## src/rtl/run_ctrl_pkg.sv

```systemverilog
// run_ctrl_pkg: FSM state type and default parameter values for run_ctrl.
package run_ctrl_pkg;
  typedef enum logic [2:0] {S_IDLE, S_LOAD, S_HOLD, S_RUN, S_FIN} state_t;
  localparam int CYC_W_DEF    = 16;
  localparam int TIMEOUT_DEF  = 4000;
  localparam int HOLD_CYC_DEF = 2;
endpackage

```

## src/rtl/dm_loader.sv

```systemverilog
// dm_loader: data-memory preload port; byte counter, ld handshake, write port.
//   i_clk/i_reset  clock, sync active-high reset
//   i_en           loading enabled (FSM in LOAD)
//   i_clr          clear byte counter
//   i_len          latched load length
//   i_ld_valid/i_ld_data  byte stream in; o_ld_ready accept
//   o_mem_wr_en/o_mem_addr/o_mem_dat  combinational memory write port
//   o_last         final byte accepted this cycle
module dm_loader (
  input  logic       i_clk,
  input  logic       i_reset,
  input  logic       i_en,
  input  logic       i_clr,
  input  logic [7:0] i_len,
  input  logic       i_ld_valid,
  input  logic [7:0] i_ld_data,
  output logic       o_ld_ready,
  output logic       o_mem_wr_en,
  output logic [7:0] o_mem_addr,
  output logic [7:0] o_mem_dat,
  output logic       o_last
);
  logic [7:0] r_cnt;
  // Gating with reset stops writes in the very cycle reset is raised.
  assign o_ld_ready  = i_en && !i_reset;
  assign o_mem_wr_en = o_ld_ready && i_ld_valid;
  assign o_mem_addr  = r_cnt;
  assign o_mem_dat   = i_ld_data;
  assign o_last      = o_mem_wr_en && (r_cnt == i_len - 8'd1);
  always_ff @(posedge i_clk) begin
    if (i_reset || i_clr) r_cnt <= '0;
    else if (o_mem_wr_en) r_cnt <= r_cnt + 8'd1;
  end
endmodule

```

## src/rtl/run_ctrl.sv

```systemverilog
// run_ctrl: sequences preload, core reset hold, timed run and result handshake.
//   i_clk/i_reset      clock, sync active-high reset
//   i_req/o_ack        four-phase run handshake
//   i_load_len         bytes to preload (0 skips load)
//   i_ld_valid/i_ld_data/o_ld_ready  preload byte stream
//   o_mem_wr_en/o_mem_addr/o_mem_dat data-memory write port
//   o_core_reset/i_core_done         processor control
//   o_timeout/o_cycles               result of last run; o_busy not IDLE
module run_ctrl
  import run_ctrl_pkg::*;
#(
  parameter int CYC_W    = CYC_W_DEF,
  parameter int TIMEOUT  = TIMEOUT_DEF,
  parameter int HOLD_CYC = HOLD_CYC_DEF
) (
  input  logic             i_clk,
  input  logic             i_reset,
  input  logic             i_req,
  input  logic [7:0]       i_load_len,
  input  logic             i_ld_valid,
  input  logic [7:0]       i_ld_data,
  output logic             o_ld_ready,
  output logic             o_mem_wr_en,
  output logic [7:0]       o_mem_addr,
  output logic [7:0]       o_mem_dat,
  output logic             o_core_reset,
  input  logic             i_core_done,
  output logic             o_ack,
  output logic             o_timeout,
  output logic [CYC_W-1:0] o_cycles,
  output logic             o_busy
);
  localparam int HW = $clog2(HOLD_CYC + 1);
  state_t           r_state, w_next;
  logic [7:0]       r_len;
  logic [CYC_W-1:0] r_cyc, w_cyc_inc;
  logic [HW-1:0]    r_hold;
  logic             r_to, w_last, w_hold_done, w_lim;

  dm_loader u_loader (
    .i_clk       (i_clk),
    .i_reset     (i_reset),
    .i_en        (r_state == S_LOAD),
    .i_clr       (r_state == S_IDLE),
    .i_len       (r_len),
    .i_ld_valid  (i_ld_valid),
    .i_ld_data   (i_ld_data),
    .o_ld_ready  (o_ld_ready),
    .o_mem_wr_en (o_mem_wr_en),
    .o_mem_addr  (o_mem_addr),
    .o_mem_dat   (o_mem_dat),
    .o_last      (w_last)
  );

  always_comb begin
    w_next      = r_state;
    w_cyc_inc   = r_cyc + CYC_W'(1);
    w_hold_done = r_hold == HW'(HOLD_CYC - 1);
    w_lim       = w_cyc_inc == CYC_W'(TIMEOUT);
    case (r_state)
      S_IDLE:  if (i_req) w_next = (i_load_len != 8'd0) ? S_LOAD : S_HOLD;
      S_LOAD:  if (w_last) w_next = S_HOLD;
      S_HOLD:  if (w_hold_done) w_next = S_RUN;
      S_RUN:   if (i_core_done || w_lim) w_next = S_FIN;
      S_FIN:   if (!i_req) w_next = S_IDLE;
      default: w_next = S_IDLE;
    endcase
  end

  always_ff @(posedge i_clk) begin
    if (i_reset) begin
      r_state <= S_IDLE;
      r_len   <= '0;
      r_cyc   <= '0;
      r_to    <= 1'b0;
      r_hold  <= '0;
    end else begin
      r_state <= w_next;
      r_hold  <= (r_state == S_HOLD) ? r_hold + HW'(1) : '0;
      if (r_state == S_IDLE && i_req) begin
        r_len <= i_load_len;
        r_cyc <= '0;
        r_to  <= 1'b0;
      end
      // Done takes priority over the limit reached in the same cycle.
      if (r_state == S_RUN) begin
        r_cyc <= w_cyc_inc;
        r_to  <= !i_core_done && w_lim;
      end
    end
  end

  assign o_core_reset = i_reset || r_state != S_RUN;
  assign o_ack        = !i_reset && r_state == S_FIN;
  assign o_busy       = !i_reset && r_state != S_IDLE;
  assign o_timeout    = !i_reset && r_to;
  assign o_cycles     = i_reset ? '0 : r_cyc;
endmodule

```

## config.mk

```make
export PLATFORM = sky130hd
export DESIGN_NAME = run_ctrl
export DESIGN_NICKNAME = d
export VERILOG_FILES = /design/src/rtl/run_ctrl_pkg.sv /design/src/rtl/dm_loader.sv /design/src/rtl/run_ctrl.sv
export SDC_FILE = /design/constraint.sdc
export NUM_CORES = 1
export LEC_CHECK = 0
export CELL_PAD_IN_SITES_DETAIL_PLACEMENT = 1
export CELL_PAD_IN_SITES_GLOBAL_PLACEMENT = 1
export CORE_MARGIN = 1
export CORE_UTILIZATION = 36
export CTS_CLUSTER_SIZE = 25
export DETAILED_ROUTE_END_ITERATION = 10
export GPL_TIMING_DRIVEN = 0
export HOLD_SLACK_MARGIN = 0.06
export PLACE_DENSITY = 0.85
export SLEW_MARGIN = 20
export SYNTH_ARGS = -nofsm -noshare
export SYNTH_HDL_FRONTEND = slang
export SYNTH_SLANG_ARGS = --single-unit
export TNS_END_PERCENT = 50
```

## constraint.sdc

```tcl
create_clock -name i_clk -period 2.8 [get_ports i_clk]
set_clock_uncertainty 0.15 [all_clocks]
set_input_delay 0.7 -clock i_clk [delete_from_list [all_inputs] [get_ports i_clk]]
set_output_delay 0.7 -clock i_clk [all_outputs]
set_load 0.02 [all_outputs]
```

Word-level counts from Yosys, hierarchy flattened
Index checks and enable logic that the tools add are counted.

Bits in registers: 38. Bits of input ports: 21. Output and inout port bits: 38. Word-level logic and storage cells: 55.

Add/subtract/negate cells: 4. Eq/ne operators: 13. Multiplexer cells: 12. Bitwise gates (word level): 1. Reductions and logical operators: 19.

Operators by type and width (number): $mux W16 (3); $add A16 B1 Y16 const B (1); $eq A16 B12 Y1 const B (1); $mux W3 (5); $pmux W3 S5 (1); $ne A2 B2 Y1 const B (5); $add A8 B1 Y8 const B (1); $eq A8 B8 Y1 (1); $logic_and A1 B1 Y1 (8); $reduce_bool A8 Y1 (1); $sub A8 B1 Y8 const B (1); $eq A3 B2 Y1 const B (2); $reduce_and A5 Y1 (1); $eq A3 B1 Y1 const B (1); $eq A3 B3 Y1 const B (1); $logic_not A3 Y1 (1); $logic_or A1 B1 Y1 (3); $ne A3 B2 Y1 const B (1); $reduce_bool A3 Y1 (1); $add A2 B1 Y2 const B (1); $eq A2 B1 Y1 const B (1); $logic_not A1 Y1 (2); $mux W1 (2); $mux W2 (1); 3 further kinds (3).

Longest topological paths before layout
Word-level depth: 6. Mapped depth: 9. Mapped depth without buffers: 8.

By module
Synthesis repeated with hierarchy kept, for this count alone.

Cell total of the unflattened synthesis: 337. Area, all modules: 2556.2 um2.

Modules (own cells, without submodules): run_ctrl (times used 1, cells an instance 253, area an instance 1851.8 um2, seq. area each 600.6 um2); dm_loader (times used 1, cells an instance 84, area an instance 704.4 um2, seq. area each 160.2 um2).

Worst setup path after synthesis
OpenSTA, ideal clock, no wires.

Path kind: input-to-reg. From: input port i_reset. To: register r_state[0]. Arrival: 2333 ps. Data required time: 2512 ps. Setup slack: 179 ps. Cell stages on the path: 7. Cells stage by stage: nor4b_2 -> and2_1 -> buf_2 -> o2111ai_1 -> a2111oi_0 -> nand2b_1 -> o211ai_1.

Cells in the longest elaborated chain, start to end: 6.

RTL lines: start: declaration (RTL line run_ctrl.sv:17) `input logic i_reset,`; $logic_not A1 Y1 (RTL line dm_loader.sv:25) `assign o_ld_ready = i_en && !i_reset;`; $logic_and A1 B1 Y1 (RTL line dm_loader.sv:25); $logic_and A1 B1 Y1 (RTL line dm_loader.sv:26) `assign o_mem_wr_en = o_ld_ready && i_ld_valid;`; net o_mem_wr_en (RTL line run_ctrl.sv:23) `output logic o_mem_wr_en,`; $logic_and A1 B1 Y1 (RTL line dm_loader.sv:29) `assign o_last = o_mem_wr_en && (r_cnt == i_len - 8'd1);`; $ne A2 B2 Y1 (no source line); $reduce_and A5 Y1 (no source line); end signal: assignment (RTL line run_ctrl.sv:78) `r_state <= w_next;`; end: declaration (RTL line run_ctrl.sv:34) `state_t r_state, w_next;`.

The timed path passes the listed nets, and every way through them passes these cells. A chain may end at the register's enable or synchronous reset.

Worst setup path in the final report
From: register r_cyc[0]. To: register r_to.

Cells in the longest elaborated chain, start to end: 4.

RTL lines: start: declaration (RTL line run_ctrl.sv:36) `logic [CYC_W-1:0] r_cyc, w_cyc_inc;`; start signal: assignment (RTL line run_ctrl.sv:87) `r_cyc <= w_cyc_inc;`; $add A16 B1 Y16 (RTL line run_ctrl.sv:57) `w_cyc_inc = r_cyc + CYC_W'(1);`; $eq A16 B12 Y1 (RTL line run_ctrl.sv:59) `w_lim = w_cyc_inc == CYC_W'(TIMEOUT);`; $logic_and A1 B1 Y1 (RTL line run_ctrl.sv:88) `r_to <= !i_core_done && w_lim;`; $mux W1 (RTL line run_ctrl.sv:86) `if (r_state == S_RUN) begin`; end signal: assignment (RTL line run_ctrl.sv:88); end: declaration (RTL line run_ctrl.sv:38) `logic r_to, w_last, w_hold_done, w_lim;`.

No other way between the ends.

==> qor.csv <==
metric;value;unit
cts_buffers;5;
peakVddDrop;0.177;mV
p_switching;0.487;mW
crit_fanout;7;
area_growth;30.2;%
worstSetupPathType;reg2reg;
comb_power_share;26.0;%
ys_ff_latch;38;
synth_cell_type_count;53;
die_h;85.1;µm
clk_pin_slew;80;ps
setup_viol_count_final;0;
fin_nets;414;
p_int;1.00;mW
switching_share;32.7;%
clkPwrFrac;33.4;%
finalCritPeriodShare;93.5;%
syn-num-nets;357;
max_slew_margin;46.2;%
hold_buffers;0;
synthMuxAreaShare;0.403;%
tightest_slew;804;ps
fillCellCount;825;
avgViaCountPerCell;5.64;
gp_congestion;0.827;
grt_pass1_vias;2538;
syn_area_per_cell;7.49;µm²
synth_commonest_cells;nand2_1 (40), nor2_1 (39), dfxtp_1 (38);
cp-end-kind;flop;
pwr-share-seq;40.5;%
async_flop_share;0;%
htreeDepth;2;
status;complete, no violations;
synth_xor_area_share;7.75;%
synth_top_family_by_area;simple AND/OR/NAND/NOR gates;
leakagePower;1.32;nW
start_util;38.3;%
fmax;0.382;GHz
grt_remaining_overflow;0;
mappedNetlistArea;2490;µm²
slew_viol_final;0;
dpl.hpwl;5.54;mm
synth_edf_count;0;
drt_iter0_drc;90;
coreArea;6490;µm²
synth_area_leader_cell;dfxtp_1;
wirelength;7.76;mm
wl_met1;3.48;mm
antenna_left;0;
cp-start-kind;flop;
io_pins;59;
max-cap-violations;0;
wl_met2;3.80;mm
rows;29;
yosysWarnings;0;
pre_cts_slack;-802;ps
first_pass_iters;4;
die_x;85.1;µm
synthTopCellsByArea;dfxtp_1 (31%), nand2_1 (6.0%), nor2_1 (5.9%);
grt_max_degree;12;
final_cell_area;3240;µm²
ys.flop_type;dfxtp_1;
post_drt_wl_per_cell;16.7;µm
setup_ws;181;ps
crit_required;2870;ps
clk_path_buf_depth;2;
powerDensity;461;nW/µm²
fin_crit;2620;ps
synthSimpleGateAreaFrac;35.9;%
cts_sinks;38;
synthCells;332;
globalRouteTotalUtil;21.7;%
placed_area;3080;µm²
grt_pass1_wl;12.4;mm
dieArea;7240;µm²
synth-seq-area-share;30.6;%
drc;0;
highest_layer;met4;
clk_latency;300;ps
hp-class;reg2reg;
final.setup.tns;0;ps
dr_wl_met3;325;µm
antenna_found_initial;0;
cts_tree;done;
worstPathArrival;2690;ps
synth_adder_area_share;2.01;%
synth_top_area_share;30.6;%
routed-via-count;2626;
clock-root-buffer;clkbuf_8;
port_buffers;50;
synth_compound_area_share;15.9;%
layout-drive-gt1-share;11.6;%
finalHoldViolations;0;
antenna_cells;0;
synth.most_common_cell;nand2_1;
[layer usage]
metal  global-route usage, %  up-vias
li1                        -     1268
met5                       0        -
met1                    26.9     1275
met4                    8.01        0
met3                    3.60       16
met2                    37.8       67
[path summary, 6_finish.rpt]
check / start / end / slack (ps) / cells past startpoint
max: r_cyc[0]$_SDFFE_PP0P_ / r_to$_SDFFE_PP0P_ / 180 / 7
min: r_hold[0]$_SDFF_PP0_ / r_hold[0]$_SDFF_PP0_ / 280 / 1
min reg2reg: r_hold[0]$_SDFF_PP0_ / r_hold[0]$_SDFF_PP0_ / 280 / 1
max reg2reg: r_cyc[0]$_SDFFE_PP0P_ / r_to$_SDFFE_PP0P_ / 180 / 7
[logic make-up (layout without fill, tap and decap cells)]
group                    after synthesis  count (layout)
flip-flops                            38              38
buffers and inverters                 38              95
multiplexers                           1               1
AND/OR/NAND/NOR                      167             167
adder cells (fa/ha/maj)                4               4
XOR/XNOR                              22              22
AO/OA/AOI/OAI                         62              62
[repair_timing]
action	4_1_cts	5_1_grt
setup buffers	0	1
gates cloned	0	0
endpoints found under the setup margin	24	23
resized for setup	44	8
pin swaps	0	2
[cell type report]
class	instances	area (µm²)	share of cell area [%]
clock inverters	1	30.0	0.928
repair buffers	51	478	14.8
flip-flops and latches	38	761	23.5
clock buffers	6	82.6	2.55
inverters	7	26.3	0.812
well taps	77	96.3	2.98
multi-input cells	256	1570	48.6
plain buffers	30	189	5.84
[stage by stage]
step                      hold slack (ps)  power (mW)  utilization [%]  std cells
final                                 281        1.49             49.8        466
after detailed placement              277       0.985             47.5        459
after floorplan                       248       0.852                -        332
after global placement                256       0.969             47.5        459
after global routing                  299        1.56             49.8        466
after CTS                             288        1.49             49.4        465
[registers in the layout (all words and copies together), names as in the netlist]
signal and count:
r_state 3, r_to 1, r_cyc 16, r_hold 2
u_loader.o_mem_addr 8, r_len 8
[power by group through the flow]
stage | registers, mW | logic [mW] | clock network (mW)
2_1_floorplan | 0.604 | 0.248 | 0
3_3_place_gp | 0.613 | 0.356 | 0
3_5_place_dp | 0.614 | 0.370 | 0
4_1_cts | 0.602 | 0.382 | 0.504
5_1_grt | 0.609 | 0.428 | 0.525
6_report | 0.605 | 0.388 | 0.498
[placed cells by master, fill, tap and decap left out, types with 3 or more instances in the layout]
master	count
nand2_1	40
nor2_1	39
dfxtp_1	38
clkdlybuf4s50_1	27
a21oi_1	26
dlygate4sd2_1	19
nor2b_1	17
xor2_1	14
o21ai_0	13
nand3_1	13
buf_2	9
nor3_1	9
buf_4	9
clkbuf_1	8
clkbuf_8	8
xnor2_1	8
nand4_1	8
inv_1	7
nor4_1	7
and3_1	5
or3_1	4
and4_1	4
a211oi_1	4
ha_1	4
and2_1	3
[critical path, stage by stage (launching register included)]
cell and delay [ps]:
dfxtp_1 460, ha_1 310, nand3_1 250, nor4_4 410, xnor2_1 190, nand2_1 90
or4_4 520, o31ai_4 170
Note: power is estimated with default switching activity, not from simulation.
